[config.mk]
export PLATFORM = sky130hd
export DESIGN_NAME = branch_resolve_unit_flat
export DESIGN_NICKNAME = d
export VERILOG_FILES = /design/src/rtl/branch_resolve_unit_if.sv /design/src/rtl/branch_resolve_unit.sv /design/src/flat_wrapper.sv
export SDC_FILE = /design/constraint.sdc
export NUM_CORES = 1
export LEC_CHECK = 0
export CAP_MARGIN = 20
export CORE_UTILIZATION = 54
export DETAILED_ROUTE_END_ITERATION = 7
export PLACE_DENSITY_LB_ADDON = 0.05
export SLEW_MARGIN = 20
export SYNTH_ARGS = -nofsm -noshare
export SYNTH_HDL_FRONTEND = slang
export SYNTH_SLANG_ARGS = --single-unit
[constraint.sdc]
create_clock -name clk -period 9.2 [get_ports clk]
set_input_delay 1.38 -clock clk [delete_from_list [all_inputs] [get_ports clk]]
set_output_delay 1.38 -clock clk [all_outputs]
set_load 0.05 [all_outputs]
[src/rtl/branch_resolve_unit_if.sv]
// Request/result bundle of the branch resolve unit: a valid/ready request
// channel and a valid/ready result channel sharing one clock.
interface branch_resolve_unit_if #(
    parameter int XLEN = 32
);
    logic            in_valid;
    logic            in_ready;
    logic [1:0]      op;
    logic [2:0]      func210;
    logic [XLEN-1:0] rs1;
    logic [XLEN-1:0] rs2;
    logic [XLEN-1:0] pc;
    logic [XLEN-1:0] imm;
    logic            pred_taken;

    logic            out_valid;
    logic            out_ready;
    logic            taken;
    logic            mispredict;
    logic            illegal;
    logic [XLEN-1:0] target;
    logic [XLEN-1:0] redirect_pc;
    logic [XLEN-1:0] link;

    modport master (
        output in_valid, op, func210, rs1, rs2, pc, imm, pred_taken, out_ready,
        input  in_ready, out_valid, taken, mispredict, illegal, target, redirect_pc, link
    );

    modport slave (
        input  in_valid, op, func210, rs1, rs2, pc, imm, pred_taken, out_ready,
        output in_ready, out_valid, taken, mispredict, illegal, target, redirect_pc, link
    );
endinterface

[src/rtl/branch_resolve_unit.sv]
// Resolves conditional branches, jal and jalr one request per cycle into a
// registered result slot, and keeps saturating branch statistics.
module branch_resolve_unit #(
    parameter int XLEN  = 32,
    parameter int CNT_W = 16
) (
    input  logic                 clk,
    input  logic                 rst,
    input  logic                 flush,
    branch_resolve_unit_if.slave bus,
    output logic [CNT_W-1:0]     br_cnt,
    output logic [CNT_W-1:0]     taken_cnt,
    output logic [CNT_W-1:0]     mispred_cnt
);
    localparam logic [XLEN-1:0]  LINK_STEP = XLEN'(32'd4);
    localparam logic [XLEN-1:0]  ALIGN_MASK = ~(XLEN'(32'd1));
    localparam logic [XLEN-1:0]  XLEN_ZERO = {XLEN{1'b0}};
    localparam logic [CNT_W-1:0] CNT_MAX = {CNT_W{1'b1}};
    localparam logic [CNT_W-1:0] CNT_ONE = CNT_W'(32'd1);
    localparam logic [CNT_W-1:0] CNT_ZERO = {CNT_W{1'b0}};

    function automatic logic cond_taken(input logic [2:0] code,
                                        input logic [XLEN-1:0] a,
                                        input logic [XLEN-1:0] b);
        logic res;
        case (code)
            3'b000:  res = (a == b);
            3'b001:  res = (a != b);
            3'b100:  res = ($signed(a) <  $signed(b));
            3'b101:  res = ($signed(a) >= $signed(b));
            3'b110:  res = (a <  b);
            3'b111:  res = (a >= b);
            default: res = 1'b0;
        endcase
        return res;
    endfunction

    function automatic logic cond_legal(input logic [2:0] code);
        return !((code == 3'b010) || (code == 3'b011));
    endfunction

    function automatic logic [CNT_W-1:0] sat_inc(input logic [CNT_W-1:0] value,
                                                 input logic en);
        logic [CNT_W-1:0] res;
        if (en && (value != CNT_MAX)) begin
            res = value + CNT_ONE;
        end else begin
            res = value;
        end
        return res;
    endfunction

    logic            in_ready_s;
    logic            accept_s;
    logic            taken_s;
    logic            mispredict_s;
    logic            illegal_s;
    logic [XLEN-1:0] target_s;
    logic [XLEN-1:0] link_s;
    logic [XLEN-1:0] redirect_s;

    logic             out_valid_r;
    logic             taken_r;
    logic             mispredict_r;
    logic             illegal_r;
    logic [XLEN-1:0]  target_r;
    logic [XLEN-1:0]  redirect_r;
    logic [XLEN-1:0]  link_r;
    logic [CNT_W-1:0] br_cnt_r;
    logic [CNT_W-1:0] taken_cnt_r;
    logic [CNT_W-1:0] mispred_cnt_r;

    assign in_ready_s = !out_valid_r || bus.out_ready;
    assign accept_s   = bus.in_valid && in_ready_s;

    // Combinational resolution of the request currently on the bus.
    always_comb begin
        taken_s      = 1'b0;
        mispredict_s = 1'b0;
        illegal_s    = 1'b0;
        target_s     = bus.pc + bus.imm;
        link_s       = bus.pc + LINK_STEP;
        case (bus.op)
            2'b00: begin
                if (cond_legal(bus.func210)) begin
                    taken_s      = cond_taken(bus.func210, bus.rs1, bus.rs2);
                    mispredict_s = (taken_s != bus.pred_taken);
                end else begin
                    illegal_s = 1'b1;
                end
            end
            2'b01: begin
                taken_s      = 1'b1;
                mispredict_s = !bus.pred_taken;
            end
            2'b10: begin
                // No target prediction exists for jalr, so it always redirects.
                target_s     = (bus.rs1 + bus.imm) & ALIGN_MASK;
                taken_s      = 1'b1;
                mispredict_s = 1'b1;
            end
            default: begin
                illegal_s = 1'b1;
            end
        endcase
        if (taken_s) begin
            redirect_s = target_s;
        end else begin
            redirect_s = link_s;
        end
    end

    // Result slot: flush wins over a load, a load wins over a plain consume.
    always_ff @(posedge clk) begin
        if (rst) begin
            out_valid_r  <= 1'b0;
            taken_r      <= 1'b0;
            mispredict_r <= 1'b0;
            illegal_r    <= 1'b0;
            target_r     <= XLEN_ZERO;
            redirect_r   <= XLEN_ZERO;
            link_r       <= XLEN_ZERO;
        end else if (flush) begin
            out_valid_r <= 1'b0;
        end else if (accept_s) begin
            out_valid_r  <= 1'b1;
            taken_r      <= taken_s;
            mispredict_r <= mispredict_s;
            illegal_r    <= illegal_s;
            target_r     <= target_s;
            redirect_r   <= redirect_s;
            link_r       <= link_s;
        end else if (bus.out_ready) begin
            out_valid_r <= 1'b0;
        end else begin
            out_valid_r <= out_valid_r;
        end
    end

    // Statistics count every accepted legal request, even one dropped by flush.
    always_ff @(posedge clk) begin
        if (rst) begin
            br_cnt_r      <= CNT_ZERO;
            taken_cnt_r   <= CNT_ZERO;
            mispred_cnt_r <= CNT_ZERO;
        end else if (accept_s && !illegal_s) begin
            br_cnt_r      <= sat_inc(br_cnt_r, 1'b1);
            taken_cnt_r   <= sat_inc(taken_cnt_r, taken_s);
            mispred_cnt_r <= sat_inc(mispred_cnt_r, mispredict_s);
        end else begin
            br_cnt_r      <= br_cnt_r;
            taken_cnt_r   <= taken_cnt_r;
            mispred_cnt_r <= mispred_cnt_r;
        end
    end

    assign bus.in_ready    = in_ready_s;
    assign bus.out_valid   = out_valid_r;
    assign bus.taken       = taken_r;
    assign bus.mispredict  = mispredict_r;
    assign bus.illegal     = illegal_r;
    assign bus.target      = target_r;
    assign bus.redirect_pc = redirect_r;
    assign bus.link        = link_r;
    assign br_cnt          = br_cnt_r;
    assign taken_cnt       = taken_cnt_r;
    assign mispred_cnt     = mispred_cnt_r;
endmodule

[src/flat_wrapper.sv]
// flat-port wrapper written by rule: the top's interface ports become plain ports
module branch_resolve_unit_flat 
#(
    parameter int XLEN  = 32,
    parameter int CNT_W = 16
)
  (clk, rst, flush, br_cnt, taken_cnt, mispred_cnt, bus_in_valid, bus_op, bus_func210, bus_rs1, bus_rs2, bus_pc, bus_imm, bus_pred_taken, bus_out_ready, bus_in_ready, bus_out_valid, bus_taken, bus_mispredict, bus_illegal, bus_target, bus_redirect_pc, bus_link);
  branch_resolve_unit_if #(.XLEN(XLEN)) bus_i ();
  input  logic clk;
  input  logic rst;
  input  logic flush;
  output logic [CNT_W-1:0] br_cnt;
  output logic [CNT_W-1:0] taken_cnt;
  output logic [CNT_W-1:0] mispred_cnt;
  input wire logic [$bits(bus_i.in_valid)-1:0] bus_in_valid;
  input wire logic [$bits(bus_i.op)-1:0] bus_op;
  input wire logic [$bits(bus_i.func210)-1:0] bus_func210;
  input wire logic [$bits(bus_i.rs1)-1:0] bus_rs1;
  input wire logic [$bits(bus_i.rs2)-1:0] bus_rs2;
  input wire logic [$bits(bus_i.pc)-1:0] bus_pc;
  input wire logic [$bits(bus_i.imm)-1:0] bus_imm;
  input wire logic [$bits(bus_i.pred_taken)-1:0] bus_pred_taken;
  input wire logic [$bits(bus_i.out_ready)-1:0] bus_out_ready;
  output wire logic [$bits(bus_i.in_ready)-1:0] bus_in_ready;
  output wire logic [$bits(bus_i.out_valid)-1:0] bus_out_valid;
  output wire logic [$bits(bus_i.taken)-1:0] bus_taken;
  output wire logic [$bits(bus_i.mispredict)-1:0] bus_mispredict;
  output wire logic [$bits(bus_i.illegal)-1:0] bus_illegal;
  output wire logic [$bits(bus_i.target)-1:0] bus_target;
  output wire logic [$bits(bus_i.redirect_pc)-1:0] bus_redirect_pc;
  output wire logic [$bits(bus_i.link)-1:0] bus_link;
  assign bus_i.in_valid = bus_in_valid;
  assign bus_i.op = bus_op;
  assign bus_i.func210 = bus_func210;
  assign bus_i.rs1 = bus_rs1;
  assign bus_i.rs2 = bus_rs2;
  assign bus_i.pc = bus_pc;
  assign bus_i.imm = bus_imm;
  assign bus_i.pred_taken = bus_pred_taken;
  assign bus_i.out_ready = bus_out_ready;
  assign bus_in_ready = bus_i.in_ready;
  assign bus_out_valid = bus_i.out_valid;
  assign bus_taken = bus_i.taken;
  assign bus_mispredict = bus_i.mispredict;
  assign bus_illegal = bus_i.illegal;
  assign bus_target = bus_i.target;
  assign bus_redirect_pc = bus_i.redirect_pc;
  assign bus_link = bus_i.link;
  branch_resolve_unit #(.XLEN(XLEN), .CNT_W(CNT_W)) u_core (.clk(clk), .rst(rst), .flush(flush), .bus(bus_i), .br_cnt(br_cnt), .taken_cnt(taken_cnt), .mispred_cnt(mispred_cnt));
endmodule
# == Word level (Yosys, flattened, before mapping) ==
# Cells that the tools add are included.
# word_totals
ff_bits,148
in_bits,139
output_inout_bits,149
elab_cells,67
# classes
n_addsub,6
magnitude_cmp,4
n_eq_ne,15
n_mux,13
n_bitwise,1
n_reduce_logical,18
# op_table
op,n
adder 32 bit,2
greater-or-equal comparator 32 bit,2
< comparator 32 bit,2
2-to-1 mux 32 bit,2
adder 16 x 1 -> 16 bit (second input constant),3
inequality test 16 bit (second input constant),3
adder 32 x 3 -> 32 bit (second input constant),1
equality test 32 bit,1
inequality test 32 bit,1
equality test 3 bit (second input constant),4
AND reduction 2 bit,4
2-to-1 mux 1 bit,7
equality test 3 x 2 -> 1 bit (second input constant),2
case mux 1 bit (6 select lines),1
logical AND 1 bit,4
case mux 1 bit (2 select lines),2
OR reduction 2 bit,2
equality test 3 x 1 -> 1 bit (second input constant),1
logical NOT 1 bit,3
logical NOT 3 bit,1
case mux 1 bit (3 select lines),1
equality test 2 x 1 -> 1 bit (second input constant),1
equality test 2 bit (second input constant),1
logical NOT 2 bit,1
other kinds (4),5

# == Logic depth before layout (Yosys ltp) ==
# depth
ltp_word,9
depth_mapped,13

# == Least setup slack after synthesis ==
# No wires, ideal clock.
# synth_timing
path_kind,input-to-reg
startpoint,in bus_imm[0]
endpoint,"reg u_core.redirect_r[30], in the netlist u_core.bus.redirect_pc[30]"
setup_time_ns,0.129
t_arrival_ns,3.877
required_ns,9.071
setup_slack_ns,5.194
path_stages,13
path_cell_list,ha_1 inv_1 fa_1 nand2b_1 a21oi_1 o221a_2 a41o_1 o211ai_1 nand2_1 a21oi_1 a221o_1 a2111oi_2 a21oi_1
# synth_via
elab_chain_len,3
elab_cells_between_ends,4
classes_between,2 x add/sub; 2 x mux
# synth_lines
item,line_no,text
from (decl),flat_wrapper.sv:21,input wire logic [$bits(bus_i.imm)-1:0] bus_imm;
adder 32 bit (on tied branches),"branch_resolve_unit.sv:81, branch_resolve_unit.sv:98",
2-to-1 mux 32 bit *,branch_resolve_unit.sv:83,case (bus.op)
2-to-1 mux 32 bit *,branch_resolve_unit.sv:106,if (taken_s) begin
to (signal assigned),branch_resolve_unit.sv:131,redirect_r <= redirect_s;
to (decl),branch_resolve_unit.sv:67,logic [XLEN-1:0] redirect_r;
# Mark *: on every way between the ends. The rest lies on a longest branch, timed or not.
# A chain may end at the register's enable or synchronous reset.

# == Worst setup path after layout ==
# layout_timing
startpoint,in bus_rs2[30]
endpoint,"reg u_core.redirect_r[22], in the netlist u_core.bus.redirect_pc[22]"
# layout_via
elab_chain_len,7
elab_cells_between_ends,12
classes_between,4 x order compare; 2 x eq/ne; 6 x mux
# layout_lines
item,line_no,text
from (decl),flat_wrapper.sv:19,input wire logic [$bits(bus_i.rs2)-1:0] bus_rs2;
"greater-or-equal comparator 32 bit, or another cell as far along",branch_resolve_unit.sv:32,3'b111: res = (a >= b);
case mux 1 bit (6 select lines) *,branch_resolve_unit.sv:26,case (code)
2-to-1 mux 1 bit *,branch_resolve_unit.sv:85,if (cond_legal(bus.func210)) begin
2-to-1 mux 1 bit *,branch_resolve_unit.sv:83,
2-to-1 mux 1 bit *,branch_resolve_unit.sv:85,
case mux 1 bit (2 select lines) *,branch_resolve_unit.sv:83,
2-to-1 mux 32 bit *,branch_resolve_unit.sv:106,
# Mark *: on every way between the ends. The rest lies on a longest branch, timed or not. The select of a mux whose other input is x is not followed.

==> key figures <==
Critical path
  – Nature of the critical path startpoint: input port
  – WP data required: 9.53 ns
  – Minimum setup slack among reg-to-reg paths: 6.50 ns
  – CP Max Fanout: 15
  – RR Startpoint: u_core.taken_cnt[2]
  – Setup crit end kind: register
  – Critical path data arrival time: 5.36 ns
  – Critical path type: input port to register
  – Critical register-to-register path endpoint: u_core.taken_cnt[0]
  – R2r worst-path depth: 10

Power and ir drop
  – Comb pwr share: 32.6%
  – Switching Share: 33.2%
  – Pint: 1.43 mW
  – Peak supply drop: 0.123 mV
  – Power share of the sequential group: 32.5%
  – Pwr/cell area: 148 nW/um^2
  – Power dissipated by switching net loads: 0.711 mW
  – Clk pwr share: 35.0%
  – Standby leakage power: 5.63 nW

Floorplan
  – Row cnt: 51
  – Starting Density: 55.0%
  – Height of the chip: 143 um
  – Number of primary I/O pins: 288
  – Area enclosed by the die boundary: 20400 um^2
  – Chip width: 143 um
  – Core region area: 19500 um^2

Layout
  – Count of inserted antenna diode cells: 0
  – Area added between synthesis and finish: 34.7%
  – # fillers: 1549
  – Total Nets Final: 1890
  – Share of final-layout standard cells stronger than drive strength 1: 3.67%

Detailed routing
  – Wire length reported by the detailed router: 32.1 mm
  – Detailed-route wire length per cell: 16.7 um
  – DRC marker count from the first detailed-route iteration: 805
  – First drt pass iteration count: 5
  – Post-route DRC: 0
  – Average via count per standard cell: 5.77
  – Via count: 11100
  – Routed Antenna Nets: 0

Synthesis
  – Fraction of post-synthesis cell area in the top cell type by area: 27.7%
  – Seq/Total Area, Yosys: 27.7%
  – Cell with the most instances after synthesis: sky130_fd_sc_hd__nor2_1
  – Top cell type by total area after synthesis: sky130_fd_sc_hd__dfxtp_1
  – Portion of netlist area occupied by mux cells: 1.96%
  – Commonest register cell after synthesis: sky130_fd_sc_hd__dfxtp_1
  – Number of enable flip-flop cells after synthesis: 0
  – Count of distinct cell types in the synthesized netlist: 69
  – Synthesized flop and latch total: 148
  – Yosys Warn Count: 0
  – Top post-synthesis cells by area: sky130_fd_sc_hd__dfxtp_1, sky130_fd_sc_hd__ha_1, sky130_fd_sc_hd__a21oi_1, sky130_fd_sc_hd__nor2_1, sky130_fd_sc_hd__xnor2_1
  – Most instantiated cells after synthesis: sky130_fd_sc_hd__nor2_1, sky130_fd_sc_hd__dfxtp_1, sky130_fd_sc_hd__a21oi_1
  – Synthesized-area fraction occupied by xor and xnor cells: 8.59%
  – Adder-cell share of the synthesized area: 12.2%
  – Largest family of logic cells by synthesized area: compound AO/OA/AOI/OAI gates
  – Compound-Gate Fraction of Synth Area: 22.9%
  – Net count after synthesis: 1632
  – Simple-gate area share of the yosys netlist: 22.4%
  – Post-synthesis cell area: 10700 um^2
  – Number of standard cells after synthesis: 1390
  – Share of synthesized registers carrying an async set or reset: 0%
  – Average cell area after synthesis: 7.70 um^2

Timing
  – Transition time at the pin with the least slew margin: 1.02 ns
  – Post-route worst setup slack: 4.17 ns
  – Clock tree skew after final layout: 0.0115 ns
  – Peak Freq: 199 MHz
  – Final Max Slew Viols: 0
  – Total setup violations reported at the end of the flow: 0
  – Endpoints failing hold: 0
  – Final setup TNS: 0 ns
  – Share of the clock period used by the worst path after layout: 54.6%
  – RSZ-0062 raised after global routing: no
  – Worst relative slew slack: 31.7%
  – Post-layout min period: 5.03 ns

Clock tree
  – Total CTS buffers: 17
  – Clk sink count: 148
  – Cell at the root of the clock tree: sky130_fd_sc_hd__clkbuf_16
  – Hold-fix buffer count after cts: 0
  – Buffers inserted during post-CTS setup optimization: 0
  – H-tree levels: 4
  – Clock tree from TritonCTS: yes
  – Maximum clock insertion buffer count: 2
  – Worst-Skew Late Latency: 0.42 ns
  – Quantity of gates resized following cts: 0
  – Clock slew at reported path FFs: 0.06 ns

Placed design
  – Placer's final routability congestion estimate: 0.918
  – Pre-CTS setup slack: 3.78 ns
  – Number of port buffers: 287
  – Placed wire-length estimate: 25.3 mm

GRT
  – Total global routing track utilization: 31.3%
  – Global-route wire length before repair: 50.1 mm
  – Remaining global-route overflow: 0
  – Maximum number of pins on one net before global-route repair: 92
  – Initial antenna violation count: 0
  – Number of global-route vias before repair: 10100

Min path
  – Hold-critical path endpoint: u_core.bus.redirect_pc[21]
  – Number of instances on the worst hold path: 2
  – Kind of path behind the tightest hold check: register to register
  – Hold path startpoint: u_core.bus.redirect_pc[21]

Run
  – Number of max-cap violations: 0

Outcome
  – Status: completed
## cells by family after synthesis
kind of cell / count (synthesis)
multiplexers: 21
AND/OR/NAND/NOR: 506
adder cells (fa/ha/maj): 103
XOR/XNOR: 105
AO/OA/AOI/OAI: 385
buffers and inverters: 122
flip-flops: 148
## metrics by stage
step	hold slack, ns	cells	utilization [%]	area (um^2)	power, mW
floorplan	0.671	1390	-	10700	1.16
global placement	0.438	1893	70.7	13800	1.38
detailed placement	0.447	1893	70.7	13800	1.39
CTS	0.453	1924	74.0	14400	2.14
global route	0.467	1925	74.1	14400	2.23
finish	0.451	1925	74.1	14400	2.14
## state kept, by name, indices dropped and copies added, names as in the netlist
register	flops
u_core.br_cnt	16
u_core.mispred_cnt	16
u_core.taken_cnt	16
u_core.bus.link	32
u_core.bus.target	32
u_core.bus.out_valid	1
u_core.bus.taken	1
u_core.bus.mispredict	1
u_core.bus.redirect_pc	32
u_core.bus.illegal	1
## metal layers
layer  vias up  wire [um]  GRT usage [%]
li1       5525          -              -
met1      5080      14200           41.6
met2       441      14600           50.2
met3        56       2270           5.26
met4         0       1100           12.6
met5         -          0              0
## layout make-up
type	instances	area [um^2]	share of cell area, %
Clock buffer	18	429	2.98
Inverter	67	251	1.74
Sequential cell	148	2960	20.5
Multi-Input combinational cell	1120	7300	50.6
Clock inverter	13	208	1.44
Tap cell	265	332	2.30
Timing Repair Buffer	294	2940	20.4
## worst max-delay path, cell delays in order
cell and delay [ns]:
sky130_fd_sc_hd__clkdlybuf4s50_1 0.45, sky130_fd_sc_hd__inv_1 0.04, sky130_fd_sc_hd__ha_1 0.33, sky130_fd_sc_hd__a21oi_1 0.16, sky130_fd_sc_hd__nand2_1 0.09, sky130_fd_sc_hd__a221oi_1 0.46, sky130_fd_sc_hd__nand3_1 0.17, sky130_fd_sc_hd__a21oi_1 0.18
sky130_fd_sc_hd__mux2i_1 0.70, sky130_fd_sc_hd__a32oi_4 0.21, sky130_fd_sc_hd__nor2_1 0.82, sky130_fd_sc_hd__o22ai_1 0.17, sky130_fd_sc_hd__a21oi_1 0.20
## power groups by stage
stage          registers [mW]  clock network (mW)  logic (mW)
2_1_floorplan           0.821                   0       0.335
3_3_place_gp            0.708                   0       0.674
3_5_place_dp            0.709                   0       0.685
4_1_cts                 0.695               0.754       0.689
5_1_grt                 0.698               0.782       0.751
6_report                0.695               0.748       0.697
## how the worst max path moves through the flow
stage / from / to / slack, ns / cells past startpoint
final: bus_rs2[30] / u_core.bus.redirect_pc[22] / 4.17 / 13
after detailed placement: bus_rs2[23] / u_core.bus.redirect_pc[26] / 3.78 / 13
after floorplan: bus_imm[0] / u_core.bus.redirect_pc[30] / 5.19 / 13
after CTS: bus_rs2[23] / u_core.bus.redirect_pc[22] / 4.18 / 13
after global placement: bus_rs2[30] / u_core.bus.redirect_pc[26] / 3.86 / 13
after global routing: bus_rs2[23] / u_core.bus.redirect_pc[22] / 3.87 / 13
## layout by cell type (no fill, tap or decap), types with 9 or more instances in the layout
cell type and count:
sky130_fd_sc_hd__o31ai_1 11, sky130_fd_sc_hd__or2_2 9, sky130_fd_sc_hd__nand3_1 50, sky130_fd_sc_hd__a211oi_1 50, sky130_fd_sc_hd__a21o_1 23, sky130_fd_sc_hd__ha_1 100, sky130_fd_sc_hd__a31oi_1 12, sky130_fd_sc_hd__o21a_1 11
sky130_fd_sc_hd__xnor2_1 60, sky130_fd_sc_hd__inv_1 67, sky130_fd_sc_hd__o211ai_1 12, sky130_fd_sc_hd__xor2_1 45, sky130_fd_sc_hd__nand2_1 120, sky130_fd_sc_hd__nand2b_1 16, sky130_fd_sc_hd__nor2_1 161, sky130_fd_sc_hd__o21ai_0 76
sky130_fd_sc_hd__nand4_1 23, sky130_fd_sc_hd__nor2b_1 10, sky130_fd_sc_hd__nor4_1 12, sky130_fd_sc_hd__clkbuf_16 17, sky130_fd_sc_hd__clkdlybuf4s50_1 286, sky130_fd_sc_hd__mux2i_1 21, sky130_fd_sc_hd__dfxtp_1 148, sky130_fd_sc_hd__or3_1 23
sky130_fd_sc_hd__a21oi_1 133, sky130_fd_sc_hd__nor3_1 34, sky130_fd_sc_hd__and3_1 19
Note: power is estimated with default switching activity, not from simulation.
